$ cat config.mk
export PLATFORM = sky130hd
export DESIGN_NAME = spi_slave_responder
export DESIGN_NICKNAME = d
export VERILOG_FILES = /design/src/rtl/spi_pkg.sv /design/src/rtl/spi_pin_sync.sv /design/src/rtl/spi_slave_responder.sv
export SDC_FILE = /design/constraint.sdc
export NUM_CORES = 1
export LEC_CHECK = 0
export BUFFER_PORTS_ARGS = -buffer_cell sky130_fd_sc_hd__buf_4
export CAP_MARGIN = 15
export CORE_MARGIN = 1
export CORE_UTILIZATION = 50
export DETAILED_ROUTE_END_ITERATION = 16
export GPL_TIMING_DRIVEN = 0
export PLACE_DENSITY_LB_ADDON = 0.3
export SLEW_MARGIN = 20
export SYNTH_ARGS = -nofsm -noshare
export SYNTH_HDL_FRONTEND = slang
export SYNTH_SLANG_ARGS = --single-unit
$ cat constraint.sdc
create_clock -name i_Clk -period 1.5 [get_ports i_Clk]
set_input_delay 0.075 -clock i_Clk [delete_from_list [all_inputs] [get_ports i_Clk]]
set_output_delay 0.075 -clock i_Clk [all_outputs]
set_load 0.02 [all_outputs]
$ cat src/rtl/spi_pkg.sv
// Shared SPI responder items: mode constants, CPOL/CPHA extraction, FSM state type.
package spi_pkg;

  localparam logic [1:0] SPI_MODE0 = 2'd0;
  localparam logic [1:0] SPI_MODE1 = 2'd1;
  localparam logic [1:0] SPI_MODE2 = 2'd2;
  localparam logic [1:0] SPI_MODE3 = 2'd3;

  typedef enum logic [0:0] {
    ST_IDLE   = 1'b0,
    ST_ACTIVE = 1'b1
  } resp_state_e;

  function automatic logic spi_cpol(input logic [1:0] mode);
    return mode[1];
  endfunction

  function automatic logic spi_cpha(input logic [1:0] mode);
    return mode[0];
  endfunction

endpackage

$ cat src/rtl/spi_pin_sync.sv
// N-stage synchronizer for one asynchronous SPI pin, with rise/fall detection
// on the synchronized level. RST_VAL is the pin's idle level.
module spi_pin_sync #(
  parameter int   STAGES  = 2,
  parameter logic RST_VAL = 1'b0
) (
  input  logic clk,
  input  logic rst_n,
  input  logic d,
  output logic q,
  output logic rise,
  output logic fall
);

  logic [STAGES-1:0] sync_r;
  logic              prev_r;

  // Synchronizer chain plus one delayed copy of its output for edge detect
  always_ff @(posedge clk or negedge rst_n) begin
    if (!rst_n) begin
      sync_r <= {STAGES{RST_VAL}};
      prev_r <= RST_VAL;
    end else begin
      sync_r <= {sync_r[STAGES-2:0], d};
      prev_r <= sync_r[STAGES-1];
    end
  end

  assign q    = sync_r[STAGES-1];
  assign rise = sync_r[STAGES-1] & ~prev_r;
  assign fall = ~sync_r[STAGES-1] & prev_r;

endmodule

$ cat src/rtl/spi_slave_responder.sv
// SPI target: oversamples SPI pins on i_Clk, shifts MOSI in and MISO out per SPI_MODE.
// Optional frame byte counter enabled by defining SPI_SLAVE_BYTE_COUNT_EN.
module spi_slave_responder
  import spi_pkg::*;
#(
  parameter logic [1:0] SPI_MODE    = SPI_MODE0,
  parameter int         SYNC_STAGES = 2,
  parameter logic [7:0] DEFAULT_TX  = 8'hFF
) (
  input  logic       i_Clk,
  input  logic       i_Rst_L,
  input  logic [7:0] i_TX_Byte,
  input  logic       i_TX_DV,
  output logic       o_TX_Ready,
  output logic       o_TX_Underrun,
  output logic       o_RX_DV,
  output logic [7:0] o_RX_Byte,
  output logic       o_Busy,
  input  logic       i_SPI_Clk,
  input  logic       i_SPI_CS_n,
  input  logic       i_SPI_MOSI,
  output logic       o_SPI_MISO,
  output logic       o_SPI_MISO_OE
`ifdef SPI_SLAVE_BYTE_COUNT_EN
  ,
  output logic [7:0] o_Frame_Count
`endif
);

  localparam logic CPOL = spi_cpol(SPI_MODE);
  localparam logic CPHA = spi_cpha(SPI_MODE);

  logic sclk_q_s, sclk_rise_s, sclk_fall_s;
  logic cs_q_s, cs_rise_s, cs_fall_s;
  logic mosi_q_s, mosi_rise_s, mosi_fall_s;
  logic lead_s, trail_s, sample_s, shift_s;
  logic load_s, leave_s, active_s, byte_done_s;
  logic [7:0] load_byte_s;
  logic unused_s;

  resp_state_e state_r, state_nxt;
  logic [7:0] hold_r;
  logic       tx_ready_r;
  logic [7:0] tx_shift_r;
  logic       miso_r;
  logic       underrun_r;
  logic [7:0] rx_shift_r;
  logic [2:0] bit_cnt_r;
  logic [7:0] rx_byte_r;
  logic       rx_dv_r;
  logic       busy_r;

  spi_pin_sync #(.STAGES(SYNC_STAGES), .RST_VAL(CPOL)) u_sync_sclk (
    .clk(i_Clk), .rst_n(i_Rst_L), .d(i_SPI_Clk),
    .q(sclk_q_s), .rise(sclk_rise_s), .fall(sclk_fall_s)
  );

  spi_pin_sync #(.STAGES(SYNC_STAGES), .RST_VAL(1'b1)) u_sync_cs (
    .clk(i_Clk), .rst_n(i_Rst_L), .d(i_SPI_CS_n),
    .q(cs_q_s), .rise(cs_rise_s), .fall(cs_fall_s)
  );

  spi_pin_sync #(.STAGES(SYNC_STAGES), .RST_VAL(1'b0)) u_sync_mosi (
    .clk(i_Clk), .rst_n(i_Rst_L), .d(i_SPI_MOSI),
    .q(mosi_q_s), .rise(mosi_rise_s), .fall(mosi_fall_s)
  );

  // Leading edge leaves the CPOL idle level; CPHA picks which edge samples
  assign lead_s      = CPOL ? sclk_fall_s : sclk_rise_s;
  assign trail_s     = CPOL ? sclk_rise_s : sclk_fall_s;
  assign sample_s    = CPHA ? trail_s : lead_s;
  assign shift_s     = CPHA ? lead_s : trail_s;
  assign load_byte_s = tx_ready_r ? DEFAULT_TX : hold_r;

  // FSM state register
  always_ff @(posedge i_Clk or negedge i_Rst_L) begin
    if (!i_Rst_L) begin
      state_r <= ST_IDLE;
    end else begin
      state_r <= state_nxt;
    end
  end

  // Next state, byte-load decision and frame qualifiers
  always_comb begin
    state_nxt = state_r;
    load_s    = 1'b0;
    leave_s   = 1'b0;
    active_s  = 1'b0;
    case (state_r)
      ST_IDLE: begin
        if (cs_fall_s) begin
          state_nxt = ST_ACTIVE;
          load_s    = !CPHA;
        end else begin
          state_nxt = ST_IDLE;
        end
      end
      ST_ACTIVE: begin
        if (cs_q_s) begin
          state_nxt = ST_IDLE;
          leave_s   = 1'b1;
        end else begin
          state_nxt = ST_ACTIVE;
          active_s  = 1'b1;
          load_s    = shift_s && (bit_cnt_r == 3'd0);
        end
      end
      default: begin
        state_nxt = ST_IDLE;
      end
    endcase
  end

  assign byte_done_s = active_s && sample_s && (bit_cnt_r == 3'd7);

  // Holding register: a write is taken only while empty, a load empties it
  always_ff @(posedge i_Clk or negedge i_Rst_L) begin
    if (!i_Rst_L) begin
      hold_r     <= 8'h00;
      tx_ready_r <= 1'b1;
    end else if (i_TX_DV && tx_ready_r) begin
      hold_r     <= i_TX_Byte;
      tx_ready_r <= 1'b0;
    end else if (load_s && !tx_ready_r) begin
      tx_ready_r <= 1'b1;
    end
  end

  // TX shift register and MISO; a load presents bit 7 immediately
  always_ff @(posedge i_Clk or negedge i_Rst_L) begin
    if (!i_Rst_L) begin
      tx_shift_r <= 8'h00;
      miso_r     <= 1'b0;
      underrun_r <= 1'b0;
    end else begin
      underrun_r <= load_s && tx_ready_r;
      if (leave_s) begin
        tx_shift_r <= 8'h00;
        miso_r     <= 1'b0;
      end else if (load_s) begin
        tx_shift_r <= {load_byte_s[6:0], 1'b0};
        miso_r     <= load_byte_s[7];
      end else if (active_s && shift_s) begin
        tx_shift_r <= {tx_shift_r[6:0], 1'b0};
        miso_r     <= tx_shift_r[7];
      end
    end
  end

  // RX shift register, bit counter and byte-complete pulse
  always_ff @(posedge i_Clk or negedge i_Rst_L) begin
    if (!i_Rst_L) begin
      rx_shift_r <= 8'h00;
      bit_cnt_r  <= 3'd0;
      rx_byte_r  <= 8'h00;
      rx_dv_r    <= 1'b0;
    end else begin
      rx_dv_r <= 1'b0;
      if (leave_s) begin
        rx_shift_r <= 8'h00;
        bit_cnt_r  <= 3'd0;
      end else if (active_s && sample_s) begin
        rx_shift_r <= {rx_shift_r[6:0], mosi_q_s};
        bit_cnt_r  <= bit_cnt_r + 3'd1;
        if (bit_cnt_r == 3'd7) begin
          rx_byte_r <= {rx_shift_r[6:0], mosi_q_s};
          rx_dv_r   <= 1'b1;
        end
      end
    end
  end

  // Busy tracks the synchronized chip select through the FSM
  always_ff @(posedge i_Clk or negedge i_Rst_L) begin
    if (!i_Rst_L) begin
      busy_r <= 1'b0;
    end else begin
      busy_r <= (state_nxt == ST_ACTIVE);
    end
  end

`ifdef SPI_SLAVE_BYTE_COUNT_EN
  logic [7:0] frame_cnt_r;

  // Complete bytes in the current frame; restarts at every CS fall
  always_ff @(posedge i_Clk or negedge i_Rst_L) begin
    if (!i_Rst_L) begin
      frame_cnt_r <= 8'd0;
    end else if ((state_r == ST_IDLE) && cs_fall_s) begin
      frame_cnt_r <= 8'd0;
    end else if (byte_done_s) begin
      frame_cnt_r <= frame_cnt_r + 8'd1;
    end
  end

  assign o_Frame_Count = frame_cnt_r;
  assign unused_s      = ^{sclk_q_s, cs_rise_s, mosi_rise_s, mosi_fall_s};
`else
  assign unused_s      = ^{sclk_q_s, cs_rise_s, mosi_rise_s, mosi_fall_s, byte_done_s};
`endif

  assign o_TX_Ready    = tx_ready_r;
  assign o_TX_Underrun = underrun_r;
  assign o_RX_DV       = rx_dv_r;
  assign o_RX_Byte     = rx_byte_r;
  assign o_Busy        = busy_r;
  assign o_SPI_MISO    = miso_r;
  assign o_SPI_MISO_OE = busy_r;

endmodule

After elaboration in Yosys (flattened, before gate mapping)
Cells that the tools add are included.
{"block": "classes", "n_addsub": 1, "n_eq_ne": 1, "muxes": 24, "n_bitwise": 8, "n_reduce_logical": 12}
{"operator": "$mux 8", "count": 4}
{"operator": "$mux 1", "count": 14}
{"operator": "$mux 7", "count": 2}
{"operator": "$logic_and 1x1->1", "count": 6}
{"operator": "$mux 3", "count": 2}
{"operator": "$not 1->1", "count": 5}
{"operator": "$pmux 1 s2", "count": 2}
{"operator": "$reduce_bool 2->1", "count": 2}
{"operator": "$add 3x1->3 const B", "count": 1}
{"operator": "$and 1x1->1", "count": 3}
{"operator": "$eq 3x3->1 const B", "count": 1}
{"operator": "$logic_not 3->1", "count": 1}
{"operator": "$reduce_and 3->1", "count": 1}
{"operator": "$reduce_bool 3->1", "count": 1}
{"operator": "$logic_not 1->1", "count": 1}
{"block": "word_totals", "reg_bits": 47, "input_bits": 14, "out_inout_bits": 14}

Depth between registers and ports, before layout
Gate-level depths: netlist of the first run.
{"block": "logic_depth", "word_depth": 8, "mapped_depth": 6}

By module
From an unflattened synthesis of the first run, not the netlist that was laid out.
{"block": "unflattened", "cells_unflattened": 158, "area_unflattened_um2": 2010.7}
{"mod": "spi_slave_responder", "instances": 1, "cells_each": 143, "area_each_um2": 1736.7}
{"mod": "spi_pin_sync (u_sync_mosi ...)", "instances": 2, "cells_each": 5, "area_each_um2": 90.1}
{"mod": "spi_pin_sync (u_sync_cs)", "instances": 1, "cells_each": 5, "area_each_um2": 93.8}

Worst setup path after synthesis of the first run
OpenSTA, ideal clock, no wires.
{"block": "synth_path", "path_type": "register -> register", "from": "reg o_Busy (netlist name)", "to": "reg tx_shift_r[2]", "arrival_time_ns": 1.404, "setup_slack_ns": -0.053, "path_stages_with_launch": 6, "synth_period_minus_slack_ns": 1.553, "path_cell_list": "dfrtp_1 -> buf_4 -> or3b_1 -> buf_4 -> a211oi_2 -> o32ai_1"}
{"element": "to (signal assigned)", "line": "spi_slave_responder.sv:142", "rtl": "tx_shift_r <= {load_byte_s[6:0], 1'b0};"}
{"element": "to (signal assigned)", "line": "spi_slave_responder.sv:145", "rtl": "tx_shift_r <= {tx_shift_r[6:0], 1'b0};"}
{"element": "to (decl)", "line": "spi_slave_responder.sv:44", "rtl": "logic [7:0] tx_shift_r;"}

Worst setup path in the final report of the first run
{"block": "layout_path", "from": "reg u_sync_cs.prev_r", "to": "reg tx_shift_r[6]"}
{"block": "layout_between", "elab_chain_cells": 5, "word_cells_on_any_way": 6}
{"element": "from (decl)", "line": "spi_pin_sync.sv:16", "rtl": "logic prev_r;"}
{"element": "from (signal assigned)", "line": "spi_pin_sync.sv:25", "rtl": "prev_r <= sync_r[STAGES-1];"}
{"element": "$and 1x1->1 *", "line": "spi_pin_sync.sv:31", "rtl": "assign fall = ~sync_r[STAGES-1] & prev_r;"}
{"element": "$mux 1 *", "line": "spi_slave_responder.sv:92", "rtl": "if (cs_fall_s) begin"}
{"element": "$pmux 1 s2 *", "line": "spi_slave_responder.sv:90", "rtl": "case (state_r)"}
{"element": "$mux 8", "line": "spi_slave_responder.sv:141", "rtl": "end else if (load_s) begin"}
{"element": "$mux 8", "line": "spi_slave_responder.sv:138", "rtl": "if (leave_s) begin"}
Mark *: on every way between the ends. The rest lies on a longest branch, timed or not.
A chain may end at the register's enable or synchronous reset.

==> flow_metrics.tcl, run 1 <==
set metrics [dict create \
    dp_hpwl_um 2310 \
    clk_pin_slew_ns 0.08 \
    n_fill_cell 271 \
    cts-buffers-inserted 5 \
    place.port_buffers 27 \
    grt_first_pass_wirelength_um 6140 \
    r2r_cells 4 \
    die_width_um 64.0 \
    synthCells 140 \
    drive_gt1_frac 0.464 \
    synthTopCellsByArea "dfrtp_1 (55%), mux2_2 (10%), dfstp_2 (5.5%)" \
    critPathKind "reg2reg" \
    drv_slew 0 \
    p_int_mw 2.41 \
    synth_largest_area_cell "dfrtp_1" \
    switching_share 0.247 \
    synthSimpleGateAreaFrac 0.0931 \
    synth_xor_area_frac 0 \
    pwr-share-clk 0.347 \
    violations "setup timing" \
    post-route-period-util 1.05 \
    syn_avg_cell_area_um2 13.7 \
    firstDrtPassIters 4 \
    gp_congestion 0.784 \
    synth_ff_type "dfrtp_1" \
    grt_pass1_vias 1279 \
    area_growth_pct 29.2 \
    overflow 0 \
    syn_area_um2 1920 \
    final_nets 199 \
    io_pins 28 \
    htreeDepth 2 \
    grtUsageTotal 0.199 \
    synth-seq-cells 46 \
    ys_types 30 \
    synth_mux_area_frac 0.0996 \
    root_buffer "clkbuf_8" \
    drc_errors 0 \
    rr_startpoint "u_sync_cs.prev_r" \
    antenna_cells 0 \
    rsz0062_at_grt "true" \
    clk_latency_ns 0.29 \
    syn_nets 157 \
    p_per_area_nw_per_um2 1290 \
    combinationalPowerShare 0.173 \
    r2r_slack_ns -0.08 \
    ir_worst_vdd_v 0.000870 \
    drt-initial-drc-count 69 \
    relSlewSlack 0.622 \
    synth.most_common_cell "dfrtp_1" \
    synthTopCellsByCount "dfrtp_1 (42), mux2_2 (17), inv_1 (10)" \
    setup_violations 7 \
    antenna_found_initial 0 \
    row_count 22 \
    crit_end "tx_shift_r[6]" \
    wl_um 3700 \
    holdPathStages 2 \
    dieArea_um2 4100 \
    synth_top_area_share 0.547 \
    finalPower_mw 3.19 \
    wire_per_inst_um 16.0 \
    die_y_um 64.0 \
    crit_required_ns 1.66 \
    max_freq_mhz 634 \
    startpoint "u_sync_cs.prev_r" \
    endpoint_kind "flop" \
    r2r-end "tx_shift_r[6]" \
    final.setup.worst_slack_ns -0.0777 \
    routed_via_density 5.43 \
    synth_top_family_by_area "compound AO/OA/AOI/OAI gates" \
    clock-sinks 46 \
    coreArea_um2 3660 \
    synth_fa_ha_area_frac 0.0195 \
    start_util 0.525 \
    arrival_ns 1.73 \
    routed-via-count 1255 \
    synth_warnings 0 \
    path_max_fanout 8 \
    power_switching_mw 0.789 \
    crit_path_start_kind "flop" \
    cts_max_path_buffers 2 \
    synth_edf_count 0 \
    ys_async_sr_fraction 1.00 \
    grt_max_degree 47 \
    synth_compound_area_frac 0.141 \
    min_period_ns 1.58 \
    tightest_slew_ns 0.568 \
    dp_worst_setup_slack_ns -0.138 \
    ys_seq_area_frac 0.602 \
    fin_skew_ns 0.00664 \
    maxCapViolations 0 \
    outcome "finished with violations" \
    seq_power_share 0.480 \
    hp-class "in2reg" \
    cts_tree "done" \
    p_leak_nw 1.18 \
    fin_tns_setup_ns -0.385 \
    antenna_left 0 \
    hold_viol 0 \
]
[worst max-delay path: stages (launching register included)]
cell	delay, ns
dfstp_2	0.56
or3b_1	0.37
buf_6	0.16
a211oi_2	0.25
o32ai_1	0.10
[how the worst min path moves through the flow]
stage                             to    startpoint
5_1_grt                    hold_r[4]  i_TX_Byte[4]
3_3_place_gp   u_sync_sclk.sync_r[1]       i_Rst_L
6_report                   hold_r[7]  i_TX_Byte[7]
3_5_place_dp      u_sync_sclk.prev_r       i_Rst_L
2_1_floorplan           bit_cnt_r[0]       i_Rst_L
4_1_cts                    hold_r[7]  i_TX_Byte[7]
[layout make-up]
type / instances / area, µm² / share of cell area
multi-input combinational: 77 / 756 / 0.304
tap: 48 / 60.1 / 0.0242
sequential: 46 / 1160 / 0.466
timing repair buffer: 35 / 270 / 0.109
clock buffer: 6 / 82.6 / 0.0333
clock inverter: 2 / 60.1 / 0.0242
inverter: 10 / 37.5 / 0.0151
buffer: 7 / 58.8 / 0.0237
[cell usage in the layout, fill, tap and decap left out]
cell type / n
a22o_1: 9
buf_4: 32
dfstp_2: 4
mux2_2: 12
clkbuf_2: 2
nor2_4: 1
a2bb2oi_2: 1
a211oi_4: 2
nor3_1: 7
bufinv_16: 2
or3b_1: 1
nand2b_1: 2
and4bb_2: 1
o31ai_1: 1
mux2_4: 5
nor2b_1: 4
ha_1: 2
o31a_1: 1
o21a_1: 1
nand2_4: 1
a21oi_1: 1
ha_2: 1
nand2_8: 1
o32ai_1: 7
o21ai_2: 1
nor3b_4: 1
dfrtp_1: 41
nand2b_2: 1
dfrtp_2: 1
buf_6: 3
nor3b_1: 1
and4bb_4: 1
a211oi_2: 5
nand2_1: 2
buf_2: 1
dlygate4sd3_1: 4
nor2_1: 4
clkbuf_8: 6
inv_1: 10
[kinds of logic (layout without fill, tap and decap cells)]
group / count (synthesis) / after routing
AND/OR/NAND/NOR: 27 / 28
buffers and inverters: 18 / 60
flip-flops: 46 / 46
AO/OA/AOI/OAI: 29 / 29
multiplexers: 17 / 17
adder cells (fa/ha/maj): 3 / 3
[power groups by stage]
| stage | clock, mW | combinational [mW] | sequential, mW |
|---|---|---|---|
| floorplan | 0 | 0.342 | 1.53 |
| global placement | 0 | 0.477 | 1.54 |
| detailed placement | 0 | 0.506 | 1.55 |
| CTS | 1.13 | 0.537 | 1.53 |
| global route | 1.18 | 0.599 | 1.56 |
| finish | 1.11 | 0.554 | 1.53 |
[sequential cells by signal (all words and copies together), names as in the netlist, 2 cells and up]
name	flops
u_sync_sclk.sync_r	2
o_RX_Byte	8
u_sync_mosi.sync_r	2
tx_shift_r	7
hold_r	8
bit_cnt_r	3
u_sync_cs.sync_r	2
rx_shift_r	7
[repair_timing]
item                                   CTS  global route
endpoints found under the hold margin   45             0
buffers inserted                         3             0
pin swaps                                6             1
setup endpoints to repair               17            11
gates cloned                             2             0
hold buffers                             4             0
gates resized for setup                 12             6
[stage by stage]
step | instances | util | hold WS (ns) | cell area, µm²
final | 231 | 0.678 | 0.0101 | 2480
after global routing | 231 | 0.678 | 0.00715 | 2480
after CTS | 231 | 0.670 | 0.00563 | 2450
after detailed placement | 215 | 0.599 | 0.106 | 2190
after global placement | 215 | 0.599 | 0.0964 | 2190
after floorplan | 140 | - | -0.221 | 1930
[routing by layer]
layer  wire length, µm  global-route usage  share of wire
met4                 7              0.0511         0.0019
met1              1650               0.263           0.44
met5                 0                   0              0
met3               134              0.0571          0.036
met2              1910               0.322           0.52
Note: power is estimated with default switching activity, not from simulation.
==> run 2, diff against run 1 <==
--- a/config.mk
+++ b/config.mk
@@ -7,7 +7,7 @@
 export LEC_CHECK = 0
 export BUFFER_PORTS_ARGS = -buffer_cell sky130_fd_sc_hd__buf_4
 export CAP_MARGIN = 15
-export CORE_MARGIN = 1
+export CORE_MARGIN = 5
 export CORE_UTILIZATION = 50
 export DETAILED_ROUTE_END_ITERATION = 16
 export GPL_TIMING_DRIVEN = 0
==> run 2 against run 1 <==
  * The flow still finishes with violations (setup timing)
  * Global-route usage down 4.5 points
  * Design area up 1.5%
  * Fmax up 3.9%
  * Sequential power about the same
  * Via count up 1.1%
  * First-iteration DRC count down 26%
  * Sequential share of layout area down 0.69 points
  * Worst hold slack better by 0.0016 ns
  * Critical path type unchanged
  * Combinational power up 4.2%
==> flow_metrics.tcl, run 2 (same netlist as run 1, synthesis figures left out) <==
set metrics [dict create \
    dieArea_um2 5180 \
    drv_slew 0 \
    wire_per_inst_um 15.4 \
    wl_um 3600 \
    drc_errors 0 \
    fin_tns_setup_ns -0.0265 \
    place.port_buffers 27 \
    die_y_um 72.0 \
    setup_violations 3 \
    maxCapViolations 0 \
    routed_via_density 5.42 \
    firstDrtPassIters 4 \
    layout_commonest_cell "dfrtp_1" \
    crit_path_start_kind "flop" \
    clk_latency_ns 0.29 \
    cts_tree "done" \
    antenna_cells 0 \
    dp_hpwl_um 2300 \
    antenna_left 0 \
    ir_worst_vdd_v 0.000844 \
    start_util 0.521 \
    cts-buffers-inserted 5 \
    root_buffer "clkbuf_8" \
    instances_no_fill 234 \
    overflow 0 \
    final.setup.worst_slack_ns -0.0189 \
    antenna_found_initial 0 \
    cts_max_path_buffers 2 \
    arrival_ns 1.69 \
    p_per_area_nw_per_um2 1190 \
    clock-sinks 46 \
    final_nets 202 \
    fin_skew_ns 0.00420 \
    p_leak_nw 1.19 \
    routed-via-count 1269 \
    grt_first_pass_wirelength_um 6110 \
    design_area_um2 2520 \
    grt_max_degree 47 \
    crit_required_ns 1.67 \
    outcome "finished with violations" \
    clk_pin_slew_ns 0.08 \
    drive_gt1_frac 0.489 \
    coreArea_um2 3690 \
    tightest_slew_ns 0.569 \
    critPathKind "reg2reg" \
    hp-class "in2reg" \
    rsz0062_at_grt "true" \
    dp.cells 215 \
    startpoint "u_sync_cs.prev_r" \
    path_max_fanout 8 \
    grtUsageTotal 0.154 \
    endpoint_kind "flop" \
    max_freq_mhz 658 \
    area_growth_pct 31.1 \
    io_pins 28 \
    finalPower_mw 3.00 \
    min_period_ns 1.52 \
    grt_pass1_vias 1298 \
    relSlewSlack 0.621 \
    most-common-layout-cells "dfrtp_1 (41), buf_4 (35), mux2_2 (12)" \
    drt-initial-drc-count 51 \
    htreeDepth 2 \
    die_width_um 72.0 \
    min-delay-start "i_TX_Byte[4]" \
    gp_congestion 0.744 \
    rr_startpoint "u_sync_cs.prev_r" \
    row_count 22 \
    final_util 0.683 \
    post-route-period-util 1.01 \
    hold_viol 0 \
    violations "setup timing" \
    placed_cell_area_um2 2190 \
]
-- run 2: worst max-delay path, stage by stage, from the launching register on --
cell and delay [ns]:
dfstp_2 0.55, or3b_4 0.48, a211oi_4 0.27, o32ai_2 0.10
-- run 2: repair_timing --
action,4_1_cts,5_1_grt
hold buffers,4,0
endpoints found under the setup margin,17,20
buffers inserted,6,3
cloned,1,0
pin swaps,8,7
resized for setup,14,14
endpoints found under the hold margin,45,0
-- run 2: worst paths after layout --
check / slack [ns] / cells past startpoint / endpoint
max: -0.02 / 3 / tx_shift_r[3]
min: 0.01 / 2 / hold_r[4]
max reg2reg: -0.02 / 3 / tx_shift_r[3]
min reg2reg: 0.36 / 0 / u_sync_cs.sync_r[1]
max in group asynchronous: 0.79 / 2 / o_Busy
min in group asynchronous: 0.31 / 2 / tx_shift_r[4]
-- run 2: layer usage --
layer  vias up  wire [µm]  global-route usage
met2        24       1740               0.243
li1        589          -                   -
met5         -          0                   0
met1       648       1630               0.195
met4         0         93              0.0585
met3         8        141              0.0540
-- run 2: final cells by class --
type | instances | area (µm²)
clock inverter | 2 | 37.5
inverter | 10 | 37.5
clock buffer | 6 | 72.6
multi-input combinational | 77 | 797
fill | 273 | 1170
sequential | 46 | 1160
timing repair buffer | 40 | 318
buffer | 5 | 40.0
tap | 48 | 60.1
-- run 2: metrics by stage --
step                hold WS, ns  worst slack (ns)
floorplan                -0.221           0.00272
global placement          0.100           -0.0591
detailed placement        0.110            -0.128
CTS                     0.00600           -0.0481
global route            0.00513           -0.0535
finish                   0.0117           -0.0189
-- run 2: report_power, final --
group / internal, mW / switching [mW]
registers: 1.41 / 0.126
clock network: 0.497 / 0.392
logic: 0.306 / 0.271
